$ cat config.mk
export PLATFORM = sky130hd
export DESIGN_NAME = axis_conv_stream_ctrl
export DESIGN_NICKNAME = d
export VERILOG_FILES = /design/src/rtl/axis_conv_stream_ctrl.sv
export SDC_FILE = /design/constraint.sdc
export NUM_CORES = 1
export LEC_CHECK = 0
export CAP_MARGIN = 30
export CORE_MARGIN = 2
export CORE_UTILIZATION = 30
export DETAILED_ROUTE_END_ITERATION = 8
export SYNTH_ARGS = -nofsm -noshare
export SYNTH_HDL_FRONTEND = slang
export SYNTH_SLANG_ARGS = --single-unit
$ cat constraint.sdc
create_clock -name axi_clk -period 2.93 [get_ports axi_clk]
set_input_delay 0.586 -clock axi_clk [delete_from_list [all_inputs] [get_ports axi_clk]]
set_output_delay 0.586 -clock axi_clk [all_outputs]
set_load 0.02 [all_outputs]
$ cat src/rtl/axis_conv_stream_ctrl.sv
// AXI-Stream control shell for the 2D frame convolver: credit-gated input, fixed-latency
// core tracking pipe, FWFT output FIFO, frame counting and frame-boundary kernel select.
module axis_conv_stream_ctrl #(
    parameter int DATA_WIDTH   = 32,
    parameter int NB_SEL       = 2,
    parameter int CORE_LATENCY = 2,
    parameter int FIFO_DEPTH   = 4,
    parameter int FRAME_BEATS  = 50
) (
    input  logic                  axi_clk,
    input  logic                  i_rst,
    input  logic                  s0_axis_valid,
    input  logic [DATA_WIDTH-1:0] s0_axis_data,
    input  logic                  s0_axis_last,
    output logic                  s0_axis_ready,
    input  logic                  s1_axis_valid,
    input  logic [DATA_WIDTH-1:0] s1_axis_data,
    output logic                  s1_axis_ready,
    output logic                  m0_axis_valid,
    output logic [DATA_WIDTH-1:0] m0_axis_data,
    output logic                  m0_axis_last,
    input  logic                  m0_axis_ready,
    output logic                  o_core_valid,
    output logic [DATA_WIDTH-1:0] o_core_data,
    output logic                  o_core_sof,
    output logic [NB_SEL-1:0]     o_core_kernel_sel,
    input  logic [DATA_WIDTH-1:0] i_core_data,
    output logic [NB_SEL-1:0]     o_kernel_sel_active,
    output logic                  o_frame_err
);

    localparam int PTR_W  = $clog2(FIFO_DEPTH);
    localparam int CNT_W  = $clog2(FIFO_DEPTH + 1);
    localparam int INF_W  = $clog2(CORE_LATENCY + 1);
    localparam int SUM_W  = $clog2(FIFO_DEPTH + CORE_LATENCY + 1);
    localparam int BEAT_W = (FRAME_BEATS > 1) ? $clog2(FRAME_BEATS) : 1;
    localparam logic [BEAT_W-1:0] BEAT_MAX = BEAT_W'(FRAME_BEATS - 1);
    localparam logic [SUM_W-1:0]  DEPTH_S  = SUM_W'(FIFO_DEPTH);

    logic [DATA_WIDTH-1:0]   fifo_data_r [FIFO_DEPTH];
    logic [FIFO_DEPTH-1:0]   fifo_last_r;
    logic [PTR_W-1:0]        wr_ptr_r;
    logic [PTR_W-1:0]        rd_ptr_r;
    logic [CNT_W-1:0]        fifo_count_r;
    logic [INF_W-1:0]        inflight_r;
    logic [CORE_LATENCY-1:0] pipe_valid_r;
    logic [CORE_LATENCY-1:0] pipe_last_r;
    logic [BEAT_W-1:0]       beat_cnt_r;
    logic [NB_SEL-1:0]       active_r;
    logic [NB_SEL-1:0]       pending_r;
    logic                    pend_flag_r;
    logic                    frame_err_r;

    logic [SUM_W-1:0]        occupancy_s;
    logic                    acc_s;
    logic                    push_s;
    logic                    pop_s;
    logic                    first_beat_s;
    logic                    at_max_s;
    logic                    beat_last_s;
    logic [NB_SEL-1:0]       kernel_sel_s;
    logic                    unused_sel_bits_s;

    // Handshake, occupancy and kernel-select decode
    always_comb begin
        occupancy_s   = SUM_W'(fifo_count_r) + SUM_W'(inflight_r);
        s0_axis_ready = (occupancy_s < DEPTH_S);
        acc_s         = s0_axis_valid & s0_axis_ready;
        push_s        = pipe_valid_r[CORE_LATENCY-1];
        m0_axis_valid = (fifo_count_r != {CNT_W{1'b0}});
        pop_s         = m0_axis_valid & m0_axis_ready;
        first_beat_s  = (beat_cnt_r == {BEAT_W{1'b0}});
        at_max_s      = (beat_cnt_r == BEAT_MAX);
        beat_last_s   = s0_axis_last | at_max_s;
        if (pend_flag_r && first_beat_s) begin
            kernel_sel_s = pending_r;
        end else begin
            kernel_sel_s = active_r;
        end
    end

    assign s1_axis_ready       = 1'b1;
    assign m0_axis_data        = fifo_data_r[rd_ptr_r];
    assign m0_axis_last        = fifo_last_r[rd_ptr_r];
    assign o_core_valid        = acc_s;
    assign o_core_data         = s0_axis_data;
    assign o_core_sof          = acc_s & first_beat_s;
    assign o_core_kernel_sel   = kernel_sel_s;
    assign o_kernel_sel_active = active_r;
    assign o_frame_err         = frame_err_r;
    assign unused_sel_bits_s   = ^s1_axis_data[DATA_WIDTH-1:NB_SEL];

    // Latency pipe tracking which core cycles carry a real beat and its frame-end bit
    always_ff @(posedge axi_clk) begin
        if (i_rst) begin
            pipe_valid_r <= {CORE_LATENCY{1'b0}};
            pipe_last_r  <= {CORE_LATENCY{1'b0}};
        end else begin
            pipe_valid_r[0] <= acc_s;
            pipe_last_r[0]  <= acc_s & beat_last_s;
            for (int i = 1; i < CORE_LATENCY; i++) begin
                pipe_valid_r[i] <= pipe_valid_r[i-1];
                pipe_last_r[i]  <= pipe_last_r[i-1];
            end
        end
    end

    // FIFO storage; contents are don't-care while the count says empty
    always_ff @(posedge axi_clk) begin
        if (push_s) begin
            fifo_data_r[wr_ptr_r] <= i_core_data;
            fifo_last_r[wr_ptr_r] <= pipe_last_r[CORE_LATENCY-1];
        end
    end

    // FIFO pointers, FIFO count and in-flight count (the credit state)
    always_ff @(posedge axi_clk) begin
        if (i_rst) begin
            wr_ptr_r     <= {PTR_W{1'b0}};
            rd_ptr_r     <= {PTR_W{1'b0}};
            fifo_count_r <= {CNT_W{1'b0}};
            inflight_r   <= {INF_W{1'b0}};
        end else begin
            if (push_s) begin
                wr_ptr_r <= wr_ptr_r + PTR_W'(1);
            end
            if (pop_s) begin
                rd_ptr_r <= rd_ptr_r + PTR_W'(1);
            end
            case ({push_s, pop_s})
                2'b10:   fifo_count_r <= fifo_count_r + CNT_W'(1);
                2'b01:   fifo_count_r <= fifo_count_r - CNT_W'(1);
                default: fifo_count_r <= fifo_count_r;
            endcase
            case ({acc_s, push_s})
                2'b10:   inflight_r <= inflight_r + INF_W'(1);
                2'b01:   inflight_r <= inflight_r - INF_W'(1);
                default: inflight_r <= inflight_r;
            endcase
        end
    end

    // Frame beat counter and sticky TLAST mismatch flag
    always_ff @(posedge axi_clk) begin
        if (i_rst) begin
            beat_cnt_r  <= {BEAT_W{1'b0}};
            frame_err_r <= 1'b0;
        end else if (acc_s) begin
            beat_cnt_r <= beat_last_s ? {BEAT_W{1'b0}} : (beat_cnt_r + BEAT_W'(1));
            if (s0_axis_last != at_max_s) begin
                frame_err_r <= 1'b1;
            end
        end
    end

    // Kernel select: latch requests, commit only on the first beat of a frame
    always_ff @(posedge axi_clk) begin
        if (i_rst) begin
            active_r    <= {NB_SEL{1'b0}};
            pending_r   <= {NB_SEL{1'b0}};
            pend_flag_r <= 1'b0;
        end else begin
            if (acc_s && first_beat_s) begin
                active_r    <= kernel_sel_s;
                pend_flag_r <= 1'b0;
            end
            // A request arriving with the first beat is kept for the following frame
            if (s1_axis_valid) begin
                pending_r   <= s1_axis_data[NB_SEL-1:0];
                pend_flag_r <= 1'b1;
            end
        end
    end

endmodule

==> results.cfg, run 1 <==
[grt]
antenna_found_initial = 0
first_global_vias = 3495
grt-ovfl-total = 0
gr-usage-all-layers = 0.1126
grt_max_degree = 27
grt_pass1_wl_um = 18600

[yosys]
syn-cell-area_um2 = 6390
synth.area.top_cells = edfxtp_1 62%, mux4_2 12%, dfxtp_1 8.5%, buf_4 3.9%, ha_1 2.2%
synth_top_area_share = 0.6203
syn-num-nets = 474
ys.flop_type = edfxtp_1
yosysTopAreaCell = edfxtp_1
yosys_warnings = 0
ys_seq_area_frac = 0.7049
synth_cell_types = 40
async_flop_share = 0
synth-edff-count = 132
avgSynthCellArea_um2 = 17.75
ys_seq_elements = 159
syn_inst = 360
yosysMostFrequentCell = edfxtp_1
netlist_top_cells_count = 132 x edfxtp_1, 33 x buf_4, 33 x mux4_2

[floorplanning]
dieArea_um2 = 22480
chipWidth_um = 149.9
row_count = 53
die_h_um = 149.9
io_pins = 177
core_area_um2 = 20960
start_util = 0.3049

[drt]
drc = 0
drt_first_pass_iters = 6
totalWireLength_um = 11980
via_count = 3266
antenna_left = 0
via_per_inst = 4.581
wl_per_cell_um = 16.80
drt_iter0_drc = 180

[timing]
post-route-min-period_ns = 2.835
layout_setup_ws_ns = 0.09529
max_freq_mhz = 352.8
report.final.slew_viol_count = 0
finalSetupViolCount = 0
fin_setup_tns_ns = 0
fin_crit_sh = 0.9675
worstMarginPinSlew_ns = 0.5176
finalClockSkew_ns = 0.005747
relSlewSlack = 0.6538
grt_setup_unrepaired = no
hold_viol = 0

[cells_and_area]
ff_latch_area_um2 = 4507
drive_gt1_frac = 0.2237
fillers = 1935
multiInputGateArea_um2 = 1520
area_delta_synth_final_pct = 24.83
final_nets = 539
insertedDiodeCount = 0

[placed_design]
place_ws_ns = 0.3364
globalplace.congestion = 0.6915
dp.final_hpwl_um = 7715
portBuffers = 81

[clock_tree]
clock_path_buffers = 2
cts.clk_slew.worst_paths_ns = 0.07
h-tree-depth = 4
cts_buffers = 17
cts_root_buf = clkbuf_16
clock_sinks = 159
clock_latency_ns = 0.42
ctsHoldBuffers = 0
cts_tree = done

[outcome]
status = finished, final reports clean

[setup_path]
worstSetupEndpointType = primary output
crit_type = register to primary output
cp.arrival_ns = 2.25
required_ns = 2.34
crit_path_max_fanout = 5
start_kind = register

[power_and_ir_drop]
power_leakage_uw = 0.002577
power.total_uw = 6073
p_per_area_nw_per_um2 = 761.4
peakVddDrop_mv = 0.3734

[hold_path]
hold_path.class = register to register

[job]
drv_cap = 0
-- sequential cells by signal (all words and copies together) (netlist names), named ones only --
register / flops
o_frame_err: 1
pending_r: 2
pipe_valid_r: 2
fifo_last_r: 4
fifo_data_r: 128
pipe_last_r: 2
pend_flag_r: 1
wr_ptr_r: 2
inflight_r: 2
rd_ptr_r: 2
o_kernel_sel_active: 2
beat_cnt_r: 6
fifo_count_r: 3
-- placed cells by master (no fill, tap or decap), types with 2 or more instances in the layout --
cell type and n:
dfxtp_1 25, nand3_1 6, clkbuf_16 17, a21oi_1 6
nand2_1 12, inv_6 5, clkdlybuf4s50_1 79, buf_12 5
dfxtp_2 2, nor2b_1 3, ha_1 11, o21ai_0 5
or3_1 4, mux2i_1 4, nor2_1 16, inv_1 13
nor3_1 4, bufinv_16 2, xor2_1 4, o21ai_2 4
clkinvlp_4 2, inv_8 3, a21oi_2 4, nand4_1 2
edfxtp_1 132, a32o_1 2, mux4_2 33, and2_2 4
buf_4 6, xnor2_1 3
-- power by group --
| group | switching (µW) | total (µW) | leakage (µW) | internal [µW] |
|---|---|---|---|---|
| registers | 71.6 | 2590 | 0.00141 | 2520 |
| clock network | 945 | 2230 | 0.000288 | 1280 |
| logic | 595 | 1260 | 0.000874 | 661 |
-- metal layers --
layer / vias to the layer above / wire length [µm] / GRT usage
met5: - / 0 / 0
li1: 1480 / - / -
met4: 0 / 199 / 0.04858
met3: 28 / 718 / 0.04085
met2: 98 / 6090 / 0.1909
met1: 1660 / 4973 / 0.1280
-- through the flow --
step | instances | util | hold WS [ns] | cell area, µm²
global route | 713 | 0.3806 | 0.4614 | 7976
finish | 713 | 0.3806 | 0.4388 | 7976
CTS | 713 | 0.3805 | 0.4335 | 7974
global placement | 680 | 0.3518 | 0.4203 | 7372
detailed placement | 680 | 0.3518 | 0.4204 | 7372
floorplan | 360 | - | 0.4138 | 6390
-- worst max-delay path, cell delays in order (launching register included) --
cell and delay [ns]:
dfxtp_1 0.42, ha_1 0.31, a311o_1 0.40, nand3_1 0.10, clkdlybuf4s50_1 0.60
-- logic make-up after synthesis --
| logic type | after synthesis | share of synthesized area |
|---|---|---|
| adder cells (fa/ha/maj) | 12 | 0.02467 |
| other | 1 | 0.0005869 |
| flip-flops | 159 | 0.7049 |
| XOR/XNOR | 7 | 0.009595 |
| buffers and inverters | 60 | 0.05796 |
| AO/OA/AOI/OAI | 27 | 0.03466 |
| AND/OR/NAND/NOR | 57 | 0.04504 |
| multiplexers | 37 | 0.1226 |
-- final timing paths --
check	startpoint	to	slack, ns	cells past startpoint
worst min register to register	pipe_valid_r[0]	pipe_valid_r[1]	0.44	1
worst min-delay path	pipe_valid_r[0]	pipe_valid_r[1]	0.44	1
worst max register to register	fifo_count_r[1]	inflight_r[1]	0.59	7
worst max-delay path	fifo_count_r[1]	s0_axis_ready	0.1	4
-- cell type report --
type	count	area share
Clock buffer	17	0.05333
Sequential cell	159	0.5650
Clock inverter	15	0.02133
Inverter	14	0.006588
Timing Repair Buffer	92	0.1200
Multi-Input combinational cell	141	0.1906
Tap cell	275	0.04314
-- repair_timing --
action                     4_1_cts  5_1_grt
setup buffers                    1        0
pin swaps                        1        1
cloned                           0        0
setup endpoints to repair        2        1
resized for setup                1        1
(Power assumes the default switching activity.)
==> inputs of run 2 (changes only) <==
--- a/config.mk
+++ b/config.mk
@@ -6,9 +6,12 @@
 export NUM_CORES = 1
 export LEC_CHECK = 0
 export CAP_MARGIN = 30
+export CELL_PAD_IN_SITES_DETAIL_PLACEMENT = 1
+export CELL_PAD_IN_SITES_GLOBAL_PLACEMENT = 2
 export CORE_MARGIN = 2
 export CORE_UTILIZATION = 30
 export DETAILED_ROUTE_END_ITERATION = 8
+export PLACE_DENSITY_LB_ADDON = 0.1
 export SYNTH_ARGS = -nofsm -noshare
 export SYNTH_HDL_FRONTEND = slang
 export SYNTH_SLANG_ARGS = --single-unit
==> run 2 against run 1 <==
  * First-iteration DRC count fell by 22%
  * Worst setup slack improved by 0.089 ns
  * Hold slack better by 0.0048 ns
  * Clock power decreased by 2%
  * Via count fell by 0.77%
  * Clock skew increased by 0.0042 ns
  * Routed wire length rose by 6.2%
  * Cell count is 0.28% lower
  * Register-to-register slack worse by 0.06 ns
  * Global-route usage grew 0.70 points
  * Highest routed layer unchanged
==> results.cfg, run 2 (synthesis results as in run 1) <==
[power_and_ir_drop]
p_clk_frac = 0.361
seqPwrFrac = 0.432
p_per_area_nw_per_um2 = 760.7
power_leakage_uw = 0.002583
power.total_uw = 6035
p_sw_uw = 1574
internal_power_uw = 4461
peakVddDrop_mv = 0.3648
switching_share = 0.2608
p_comb_frac = 0.207

[clock_tree]
cts_buffers = 17
cts.clk_slew.worst_paths_ns = 0.06
clock_path_buffers = 2
clock_latency_ns = 0.42
cts_root_buf = clkbuf_16
clock_sinks = 159
postCtsSetupRepairBufs = 0
h-tree-depth = 4
cts_tree = done

[drt]
drt_first_pass_iters = 4
totalWireLength_um = 12720
via_count = 3241
via_per_inst = 4.558
antenna_left = 0
drc = 0
drt_iter0_drc = 141
wl_per_cell_um = 17.89

[floorplanning]
core_area_um2 = 20960
die_h_um = 149.9
row_count = 53
chipWidth_um = 149.9
dieArea_um2 = 22480
start_util = 0.3049
io_pins = 177

[grt]
use_met3 = 0.03872
first_global_vias = 3548
grt_max_degree = 34
use_met1 = 0.1470
use_met2 = 0.1963
grt_pass1_wl_um = 19750
antenna_found_initial = 0
grt-ovfl-total = 0
gr-usage-all-layers = 0.1195
grt-busiest-layer = met2

[cells_and_area]
final_common_cell = edfxtp_1
final_nets = 537
insertedDiodeCount = 0
area_delta_synth_final_pct = 24.16
final_area_um2 = 7934
layout_common_cells = 132 x edfxtp_1, 76 x clkdlybuf4s50_1, 33 x mux4_2
top_register = fifo_data_r
largest_register_ffs = 128
reg_top3 = fifo_data_r (128), beat_cnt_r (6), fifo_last_r (4)
fillers = 2142
drive_gt1_frac = 0.2202

[hold_path]
min_from = pipe_last_r[0]
hold_path.class = register to register
hold_path_end = pipe_last_r[1]
worstHoldPathCells = 1

[placed_design]
portBuffers = 81
post_dp_cell_area_um2 = 7340
dp.final_hpwl_um = 7871
globalplace.congestion = 0.6638
place_ws_ns = 0.3545

[outcome]
status = finished, final reports clean

[setup_path]
crit_type = register to primary output
start_kind = register
r2r-start = fifo_count_r[1]
worstSetupEndpointType = primary output
required_ns = 2.34
cp.arrival_ns = 2.16
timing.reg2reg.setup_slack_ns = 0.53
crit_path_max_fanout = 5
reg2reg_to = inflight_r[1]
rr_worst_depth = 7

[timing]
worst_hold_slack_ns = 0.4436
relSlewSlack = 0.6280
report.final.slew_viol_count = 0
post-route-min-period_ns = 2.745
finalSetupViolCount = 0
fin_setup_tns_ns = 0
hold_viol = 0
layout_setup_ws_ns = 0.1848
grt_setup_unrepaired = no
max_freq_mhz = 364.3
worstMarginPinSlew_ns = 0.5580
finalClockSkew_ns = 0.009985
fin_crit_sh = 0.9369

[job]
drv_cap = 0
==> run 2: changes by cell type in the layout (fill, tap and decap cells not counted), sizes merged, moves of 2 or more <==
cell,delta
inv,-4
clkdlybuf4s50,-3
buf,-2
clkinv,+2
dlymetal6s2s,+2
==> run 2: per-stage QoR <==
stage	utilization	instances
after floorplan	-	360
after global placement	0.3503	679
after detailed placement	0.3503	679
after CTS	0.3781	711
after global routing	0.3786	711
final	0.3786	711
==> run 2: timing repair <==
action                                  in CTS  in global routing
endpoints found under the setup margin       2                  5
resized for setup                            2                  4
hold buffers                                 0                  0
==> run 2: worst max path at each step <==
stage,from,end,slack (ns),depth (start not counted)
after floorplan,fifo_count_r[1],inflight_r[1],0.80,7
after global placement,s0_axis_valid,o_core_valid,0.37,4
final,fifo_count_r[1],o_core_valid,0.18,5
after global routing,fifo_count_r[1],o_core_valid,0.02,5
after detailed placement,m0_axis_ready,fifo_count_r[2],0.35,8
after CTS,register,m0_axis_data[24],0.04,3
==> run 2: worst max-delay path: stages, from the launching register on <==
cell and delay (ns):
dfxtp_1 0.35, ha_1 0.37, and4_4 0.22, o31ai_4 0.35
inv_2 0.12, dlygate4sd2_1 0.34
==> run 2: routing by layer <==
metal / vias up / wire, µm
met5: - / 0
met2: 87 / 6326
li1: 1475 / -
met4: 0 / 169
met3: 14 / 595
met1: 1665 / 5630
==> run 2: layout make-up <==
class                           count  area, µm²  area share
Multi-Input combinational cell    141       1520      0.1916
Clock inverter                     14      157.7     0.01987
Inverter                           14      52.55    0.006624
Tap cell                          275      344.1     0.04337
Timing Repair Buffer               90      920.9      0.1161
Clock buffer                       18      429.2     0.05409
Sequential cell                   159       4509      0.5684
==> run 2: power by group through the flow <==
stage          logic [µW]  registers [µW]  clock network [µW]
2_1_floorplan         866            2600                   0
3_3_place_gp         1270            2650                   0
3_5_place_dp         1280            2660                   0
4_1_cts              1290            2610                2250
5_1_grt              1350            2620                2340
6_report             1250            2610                2180
